File: config.mk
export PLATFORM = sky130hd
export DESIGN_NAME = path_stack
export DESIGN_NICKNAME = d
export VERILOG_FILES = /design/src/rtl/maze_pkg.sv /design/src/rtl/path_stack_loc_step_dir.sv /design/src/rtl/path_stack.sv
export SDC_FILE = /design/constraint.sdc
export NUM_CORES = 2
export LEC_CHECK = 0
export BUFFER_PORTS_ARGS = -buffer_cell sky130_fd_sc_hd__buf_4
export CAP_MARGIN = 0
export CELL_PAD_IN_SITES_DETAIL_PLACEMENT = 0
export CELL_PAD_IN_SITES_GLOBAL_PLACEMENT = 1
export CORE_MARGIN = 2
export CORE_UTILIZATION = 26
export CTS_CLUSTER_DIAMETER = 100
export DETAILED_ROUTE_END_ITERATION = 7
export PLACE_DENSITY = 0.44
export SLEW_MARGIN = 20
export SYNTH_ARGS = -nofsm -noshare
export SYNTH_HDL_FRONTEND = slang
export SYNTH_SLANG_ARGS = --single-unit
File: constraint.sdc
create_clock -name clk -period 5.4 [get_ports clk]
set_input_delay 0.54 -clock clk [delete_from_list [all_inputs] [get_ports clk]]
set_output_delay 0.54 -clock clk [all_outputs]
set_load 0.05 [all_outputs]
File: src/rtl/maze_pkg.sv
// Shared maze-solver types: location width, move direction codes, replay FSM encoding.
// Pure declarations, no logic.
package maze_pkg;
  localparam int LOC_W = 8;

  typedef enum logic [1:0] {
    DIR_UP    = 2'b00,
    DIR_RIGHT = 2'b01,
    DIR_DOWN  = 2'b10,
    DIR_LEFT  = 2'b11
  } dir_e;

  typedef enum logic [1:0] {
    ST_IDLE = 2'b00,
    ST_READ = 2'b01,
    ST_SEND = 2'b10
  } rp_state_e;
endpackage

File: src/rtl/path_stack_loc_step_dir.sv
// loc_step_dir: combinational move decoder between two {row,col} cells, mod-16 wrap.
// Only compiled when PATH_STACK_DIR_EN is defined, since it is the sole user.
`ifdef PATH_STACK_DIR_EN
module loc_step_dir
  import maze_pkg::*;
(
  input  logic [7:0] i_from,
  input  logic [7:0] i_to,
  output logic [1:0] o_dir,
  output logic       o_adj
);
  logic [3:0] w_fr, w_fc, w_tr, w_tc;

  assign w_fr = i_from[7:4];
  assign w_fc = i_from[3:0];
  assign w_tr = i_to[7:4];
  assign w_tc = i_to[3:0];

  always_comb begin
    o_dir = DIR_UP;
    o_adj = 1'b1;
    if (w_tc == w_fc && w_tr == w_fr - 4'd1)      o_dir = DIR_UP;
    else if (w_tr == w_fr && w_tc == w_fc + 4'd1) o_dir = DIR_RIGHT;
    else if (w_tc == w_fc && w_tr == w_fr + 4'd1) o_dir = DIR_DOWN;
    else if (w_tr == w_fr && w_tc == w_fc - 4'd1) o_dir = DIR_LEFT;
    else begin
      o_dir = DIR_UP;
      o_adj = 1'b0;
    end
  end
endmodule
`endif

File: src/rtl/path_stack.sv
// path_stack: LIFO of visited cells; top/empStck/full one cycle after push/pop, replay beats 2 cycles after pulse.
// Replay beats held until outReady (1 beat / 2 cycles); PATH_STACK_DIR_EN adds per-beat move direction on outDir.
module path_stack #(
  parameter int DEPTH = 256,
  parameter int PW    = 9,
  parameter int LOC_W = 8
) (
  input  logic             clk,
  input  logic             rst,
  input  logic             push,
  input  logic             pop,
  input  logic [LOC_W-1:0] dIn,
  output logic [LOC_W-1:0] top,
  output logic             empStck,
  output logic             full,
  output logic             ovf,
  input  logic             replay,
  output logic             busy,
  output logic             outValid,
  input  logic             outReady,
  output logic [LOC_W-1:0] outLoc,
  output logic [1:0]       outDir,
  output logic             outLast
);
  import maze_pkg::*;

  localparam int AW = (DEPTH > 1) ? $clog2(DEPTH) : 1;

  logic [LOC_W-1:0] r_mem [DEPTH];
  logic [PW-1:0]    r_sp;
  logic             r_ovf;
  rp_state_e        r_state;
  logic [AW-1:0]    r_idx;
  logic [LOC_W-1:0] r_out_loc;

  rp_state_e        w_state_nxt;
  logic [PW-1:0]    w_sp_m1, w_sp_nxt;
  logic [AW-1:0]    w_top_addr, w_wr_addr;
  logic             w_empty, w_full, w_busy, w_do_push, w_do_pop;
  logic             w_wr_en, w_ovf_set, w_start, w_last;

  assign w_sp_m1    = r_sp - 1'b1;
  assign w_top_addr = w_sp_m1[AW-1:0];
  assign w_empty    = (r_sp == '0);
  assign w_full     = (r_sp == PW'(DEPTH));
  assign w_busy     = (r_state != ST_IDLE);
  assign w_do_push  = push & ~w_busy;
  assign w_do_pop   = pop & ~w_busy;

  // Push+pop on a non-empty stack replaces the top in place.
  always_comb begin
    w_wr_en   = 1'b0;
    w_wr_addr = r_sp[AW-1:0];
    w_sp_nxt  = r_sp;
    w_ovf_set = 1'b0;
    if (w_do_push && w_do_pop && !w_empty) begin
      w_wr_en   = 1'b1;
      w_wr_addr = w_top_addr;
    end else if (w_do_push) begin
      if (w_full) begin
        w_ovf_set = 1'b1;
      end else begin
        w_wr_en  = 1'b1;
        w_sp_nxt = r_sp + 1'b1;
      end
    end else if (w_do_pop && !w_empty) begin
      w_sp_nxt = w_sp_m1;
    end
  end

  always_ff @(posedge clk) begin
    if (w_wr_en) r_mem[w_wr_addr] <= dIn;
  end

  always_ff @(posedge clk) begin
    if (rst) begin
      r_sp  <= '0;
      r_ovf <= 1'b0;
    end else begin
      r_sp <= w_sp_nxt;
      if (w_ovf_set) r_ovf <= 1'b1;
    end
  end

  assign top     = w_empty ? '0 : r_mem[w_top_addr];
  assign empStck = w_empty;
  assign full    = w_full;
  assign ovf     = r_ovf;
  assign busy    = w_busy;

  assign w_start = (r_state == ST_IDLE) && replay && !w_empty;
  assign w_last  = (r_idx == w_top_addr);

  always_comb begin
    w_state_nxt = r_state;
    outValid    = 1'b0;
    case (r_state)
      ST_IDLE: if (w_start) w_state_nxt = ST_READ;
      ST_READ: w_state_nxt = ST_SEND;
      ST_SEND: begin
        outValid = 1'b1;
        if (outReady) w_state_nxt = w_last ? ST_IDLE : ST_READ;
      end
      default: w_state_nxt = ST_IDLE;
    endcase
  end

  always_ff @(posedge clk) begin
    if (rst) begin
      r_state   <= ST_IDLE;
      r_idx     <= '0;
      r_out_loc <= '0;
    end else begin
      r_state <= w_state_nxt;
      case (r_state)
        ST_IDLE: if (w_start) r_idx <= '0;
        ST_READ: r_out_loc <= r_mem[r_idx];
        ST_SEND: if (outReady && !w_last) r_idx <= r_idx + 1'b1;
        default: ;
      endcase
    end
  end

  assign outLoc  = r_out_loc;
  assign outLast = outValid & w_last;

`ifdef PATH_STACK_DIR_EN
  logic [LOC_W-1:0] r_prev_loc;
  logic [1:0]       w_step_dir;
  logic             w_step_adj;

  // outLoc still holds the previous beat while in READ, so capture it as the origin.
  always_ff @(posedge clk) begin
    if (rst) r_prev_loc <= '0;
    else if (r_state == ST_READ && r_idx != '0) r_prev_loc <= r_out_loc;
  end

  loc_step_dir u_step (
    .i_from (r_prev_loc),
    .i_to   (r_out_loc),
    .o_dir  (w_step_dir),
    .o_adj  (w_step_adj)
  );

  assign outDir = (outValid && r_idx != '0 && w_step_adj) ? w_step_dir : 2'b00;
`else
  assign outDir = 2'b00;
`endif
endmodule
# Yosys cells after proc, flatten, opt, wreduce, memory -nomap -nowiden

Memories as Yosys holds them, arrays and structs flattened. A register that Yosys moved wholly into a read port is not among the register bits.
Cells that the tools add are included.

Reduce and logical (&&, ||, !) cells: 16
Equal/unequal tests: 8
Add/subtract/negate cells: 3
Bitwise logic cells: 5
Mux-type cells: 21

Operator list:

| cell                  | count |
|---|---|
| $mux W8               | 4 |
| $mux W9               | 3 |
| $pmux W8 S2           | 1 |
| $mux W1               | 10 |
| $add A9 B1 Y9 const B | 1 |
| $eq A9 B9 Y1 const B  | 1 |
| $logic_not A9 Y1      | 1 |
| $sub A9 B1 Y9 const B | 1 |
| $add A8 B1 Y8 const B | 1 |
| $eq A8 B8 Y1          | 1 |
| $ne A2 B2 Y1 const B  | 4 |
| $logic_and A1 B1 Y1   | 6 |
| $pmux W2 S3           | 1 |
| $reduce_and A3 Y1     | 2 |
| $reduce_bool A2 Y1    | 3 |
| $mux W2               | 2 |
| $and A1 B1 Y1         | 3 |
| $eq A2 B1 Y1 const B  | 1 |
| $eq A2 B2 Y1 const B  | 1 |
| $logic_not A1 Y1      | 2 |
| $logic_not A2 Y1      | 1 |
| $not A1 Y1            | 2 |
| $reduce_and A2 Y1     | 1 |

Register bits: 20
Word-level logic and storage cells: 58
Memory bits (writable): 2,048
Output and inout bits: 24
Memories: 1
Input bits: 14

Memories:

| name  | depth | width | rd ports | clocked after memory_dff | write ports | line             | RTL |
|---|---|---|---|---|---|---|---|
| r_mem | 256   | 8     | 2        | 1                        | 1           | path_stack.sv:29 | `logic [LOC_W-1:0] r_mem [DEPTH];` |

# Depth between registers and ports, before layout

Word-level depth: 8
Depth in mapped cells: 16
Depth with buffers taken out: 9

# Worst setup path before layout

No wires, ideal clock.

Path kind: reg2out
Start point: register r_sp[0]
End point: output port top[7]
Path slack: 108 ps
Required time: 4,860 ps
Data arrival time: 4,752 ps
Buffers on the path: 8
Cell stages (with the launch flop): 16
Cells stage by stage: dfxtp_1 -> buf_2 -> buf_2 -> buf_2 -> inv_1 -> ha_1 -> clkbuf_1 -> clkbuf_1 -> buf_2 -> buf_1 -> clkbuf_1 -> mux4_2 -> nand2_1 -> nand3_1 -> a21boi_0 -> o41ai_1

Longest elaborated chain between the ends: 3
Elaborated cells between the ends (all ways): 4
Classes of those cells: add/sub: 1; mux: 1; reduce/logical: 1; memory: 1

RTL lines:

| what                     | line             | RTL |
|---|---|---|
| start: declaration       | path_stack.sv:30 | `logic [PW-1:0] r_sp;` |
| start signal: assignment | path_stack.sv:80 | `r_sp <= w_sp_nxt;` |
| $sub A9 B1 Y9            | path_stack.sv:42 | `assign w_sp_m1 = r_sp - 1'b1;` |
| $mem_v2 Z256 W8          | n/a              |  |
| $mux W8 *                | path_stack.sv:85 | `assign top = w_empty ? '0 : r_mem[w_top_addr];` |
| end: declaration         | path_stack.sv:13 | `output logic [LOC_W-1:0] top,` |

Every way passes the cells marked *; elsewhere a longest branch is shown, timed or not.

# Final worst setup path

Start point: register r_sp[0]
End point: output port top[6]

Same word-level chain as after synthesis.

==> results.md <==
- # DRC: 0
- DRT antenna net count: 0
- Ys flop type: edfxtp_1
- Critical path capture point type: output port
- Pre-antenna DRT Iters: 6
- RSZ-0062 raised after global routing: true
- Post-synth EDFFs: 2,048
- Clock sink total: 2,076
- CP arrival: 4930 ps
- Crit path launch: r_sp[0]$_SDFFE_PP0P_
- Yosys top cell area share: 62.7%
- Clk buf depth: 4
- Most numerous cell in the Yosys netlist: edfxtp_1
- Final wirelength: 410,000 µm
- R2R depth: 10
- Relative slew slack: 14.1%
- CTS tree: done
- Initial detailed-routing violation count: 7,593
- Num CTS Buffers: 238
- Synth top cells by count: edfxtp_1 (2,048), mux4_2 (1,082), nor2_1 (316), nand2_1 (279), mux2i_1 (203)
- VDD IR max: 0.702 mV
- Critical path peak fanout: 28
- Die W: 618 µm
- Reg2reg start: r_sp[1]$_SDFFE_PP0P_
- Worst EP required: 4860 ps
- Post-Syn Instances: 5,173
- DR WL/cell: 38.0 µm
- Largest net degree at the start of global routing: 185
- Nets@finish: 5,594
- H-tree levels: 4
- Final setup fails: 3
- Fin util: 31.0%
- GPL Wtd Cong: 0.863
- Layout fillers: 36,369
- Worst Clk Skew: 113 ps
- Grt ovf: 0
- CP endpoint: top[6]
- Leak: 35.1 nW
- Slew @ Worst Pin: 1270 ps
- Die H: 618 µm
- Gr usage total: 21.1%
- Warnings, synthesis: 0
- Startpoint Class: flop
- Cells after DPL: 10,284
- Clock-pin slew on the worst setup and hold paths: 60 ps
- Pwr/cell area: 522 nW/µm²
- Initial cell density of the core: 26.1%
- Final instance area: 116,000 µm²
- Worst-Skew Late Latency: 970 ps
- Area leader, netlist: edfxtp_1
- Clk root buf: clkbuf_16
- Final period util: 101%
- Final-report hold violation count: 0
- Max-slew violation count: 0
- Worst r2r dst: r_mem[27][2]$_DFFE_PP_
- Tmin final: 5470 ps
- Synthesized flop and latch total: 2,076
- Port bufs: 35
- Vias in the first global route: 58,671
- Area of the multi-input gates: 34,500 µm²
- Initial antenna violation count: 27
- Core area: 376,000 µm²
- Die ar.: 382,000 µm²
- Share of post-route cells with drive strength above 1: 36.7%
- Status: finished with violations
- Register area share after synthesis: 63.3%
- FF-to-FF setup slack: 610 ps
- Setup ws final: -71.6 ps
- Async SR Flop Fraction: 0%
- Vias: 59,220
- Hold Path Class: input port to flop
- Placed Instance Area: 107,000 µm²
- Failing checks: negative setup slack
- Fmax: 183 MHz
- Seq. cell area: 62,100 µm²
- WS Path Type: flop to output port
- Post-DP HPWL: 266,000 µm
- Synthesized area: 98,000 µm²
- Cell Count, Final, Fillers Out: 10,779
- Hold_sp: dIn[5]
- First-pass GRT wire length: 550,000 µm
- Mapped Avg Cell Area: 18.9 µm²
- Num ports: 38
- Site row count: 225
- Top cells by area, synth: edfxtp_1 (63%), mux4_2 (25%), mux2i_1 (2.1%)
- Max-cap violations: 0
- Layout area overhead: 18.7%
- Number of distinct library cells after synthesis: 87
- Place WS: 117 ps
- Vias per inst: 5.49
[how the worst min path moves through the flow]
stage | endpoint | slack, ps | cells after the start
final | r_mem[188][5]$_DFFE_PP_ | 20 | 1
after global routing | r_mem[18][0]$_DFFE_PP_ | 20 | 1
after CTS | r_mem[40][4]$_DFFE_PP_ | 30 | 1
after detailed placement | r_idx[7]$_SDFFE_PP0P_ | 570 | 2
after global placement | r_idx[7]$_SDFFE_PP0P_ | 570 | 2
after floorplan | r_idx[7]$_SDFFE_PP0P_ | 490 | 2
[what timing repair did]
item                                    in CTS  in global routing
gates resized for setup                     74                  9
endpoints found under the hold margin       88                  0
endpoints found under the setup margin       8                  5
hold buffers                                 6                  0
buffers inserted                            26                  0
pin swaps                                    9                  3
gates cloned                                11                  1
[state kept, by name, indices dropped and copies added (netlist names)]
register,flops
outLoc,8
ovf,1
r_idx,8
r_mem,2048
r_sp,9
r_state,2
[where the power goes]
group | switching, mW | internal (mW)
combinational | 16.5 | 9.74
sequential | 0.236 | 18.0
clock | 7.00 | 9.28
total | 23.8 | 37.0
[critical path: stages (launching register included)]
cell and delay (ps):
dfxtp_4 360, buf_16 220, nor3_4 310, buf_4 200
xor2_4 300, buf_4 350, buf_4 290, nand3_1 330
nand3_1 280, o311ai_0 190, a221oi_2 370, o211ai_1 390
buf_4 350
[cells by family (layout without fill, tap and decap cells)]
| group | Yosys count | count (layout) | share of synthesized area, % |
|---|---|---|---|
| AOI/OAI and AO/OA | 454 | 454 | 3.30 |
| xor gates and xnor gates | 31 | 31 | 0.354 |
| adders and majority gates | 4 | 4 | 0.0511 |
| buffers and inverters | 436 | 1035 | 1.99 |
| DFF | 2076 | 2076 | 63.3 |
| muxes | 1290 | 1290 | 27.0 |
| other | 1 | 14 | 0.00383 |
| and+or+nand+nor | 881 | 881 | 3.99 |
[routing by layer]
| layer | up-vias | global-route usage, % | wire length, µm |
|---|---|---|---|
| li1 | 22960 | - | - |
| met1 | 33075 | 29.3 | 175000 |
| met2 | 2700 | 33.8 | 193000 |
| met3 | 473 | 3.47 | 27800 |
| met4 | 12 | 6.11 | 13400 |
| met5 | - | 0 | 75 |
[layout by cell type (no fill, tap or decap), types with 60 or more instances in the layout]
| master | synthesis | layout |
|---|---|---|
| a21oi_1 | 90 | 88 |
| buf_4 | 27 | 474 |
| clkbuf_16 | 0 | 241 |
| clkinv_1 | 4 | 62 |
| edfxtp_1 | 2048 | 2048 |
| mux2i_1 | 203 | 201 |
| mux4_2 | 1082 | 1082 |
| nand2_1 | 279 | 278 |
| nand3_1 | 120 | 103 |
| nor2_1 | 316 | 311 |
| o21ai_0 | 63 | 60 |
[stage by stage]
step | power [mW] | hold slack, ps | setup TNS (ps)
2_1_floorplan | 31.7 | 495 | 0
5_1_grt | 62.3 | 19.3 | -10.7
6_report | 60.7 | 17.2 | -113
3_5_place_dp | 43.3 | 568 | 0
3_3_place_gp | 43.4 | 571 | 0
4_1_cts | 61.0 | 26.9 | -42.8
[cell type report]
| class | count | share of cell area (%) |
|---|---|---|
| diodes | 12 | 0.0258 |
| clock buffers | 283 | 5.30 |
| clock inverters | 154 | 1.28 |
| inverters | 15 | 0.0581 |
| multi-input cells | 2662 | 29.6 |
| flip-flops and latches | 2076 | 53.4 |
| well taps | 4994 | 5.37 |
| repair buffers | 583 | 4.97 |
(Power assumes the default switching activity.)
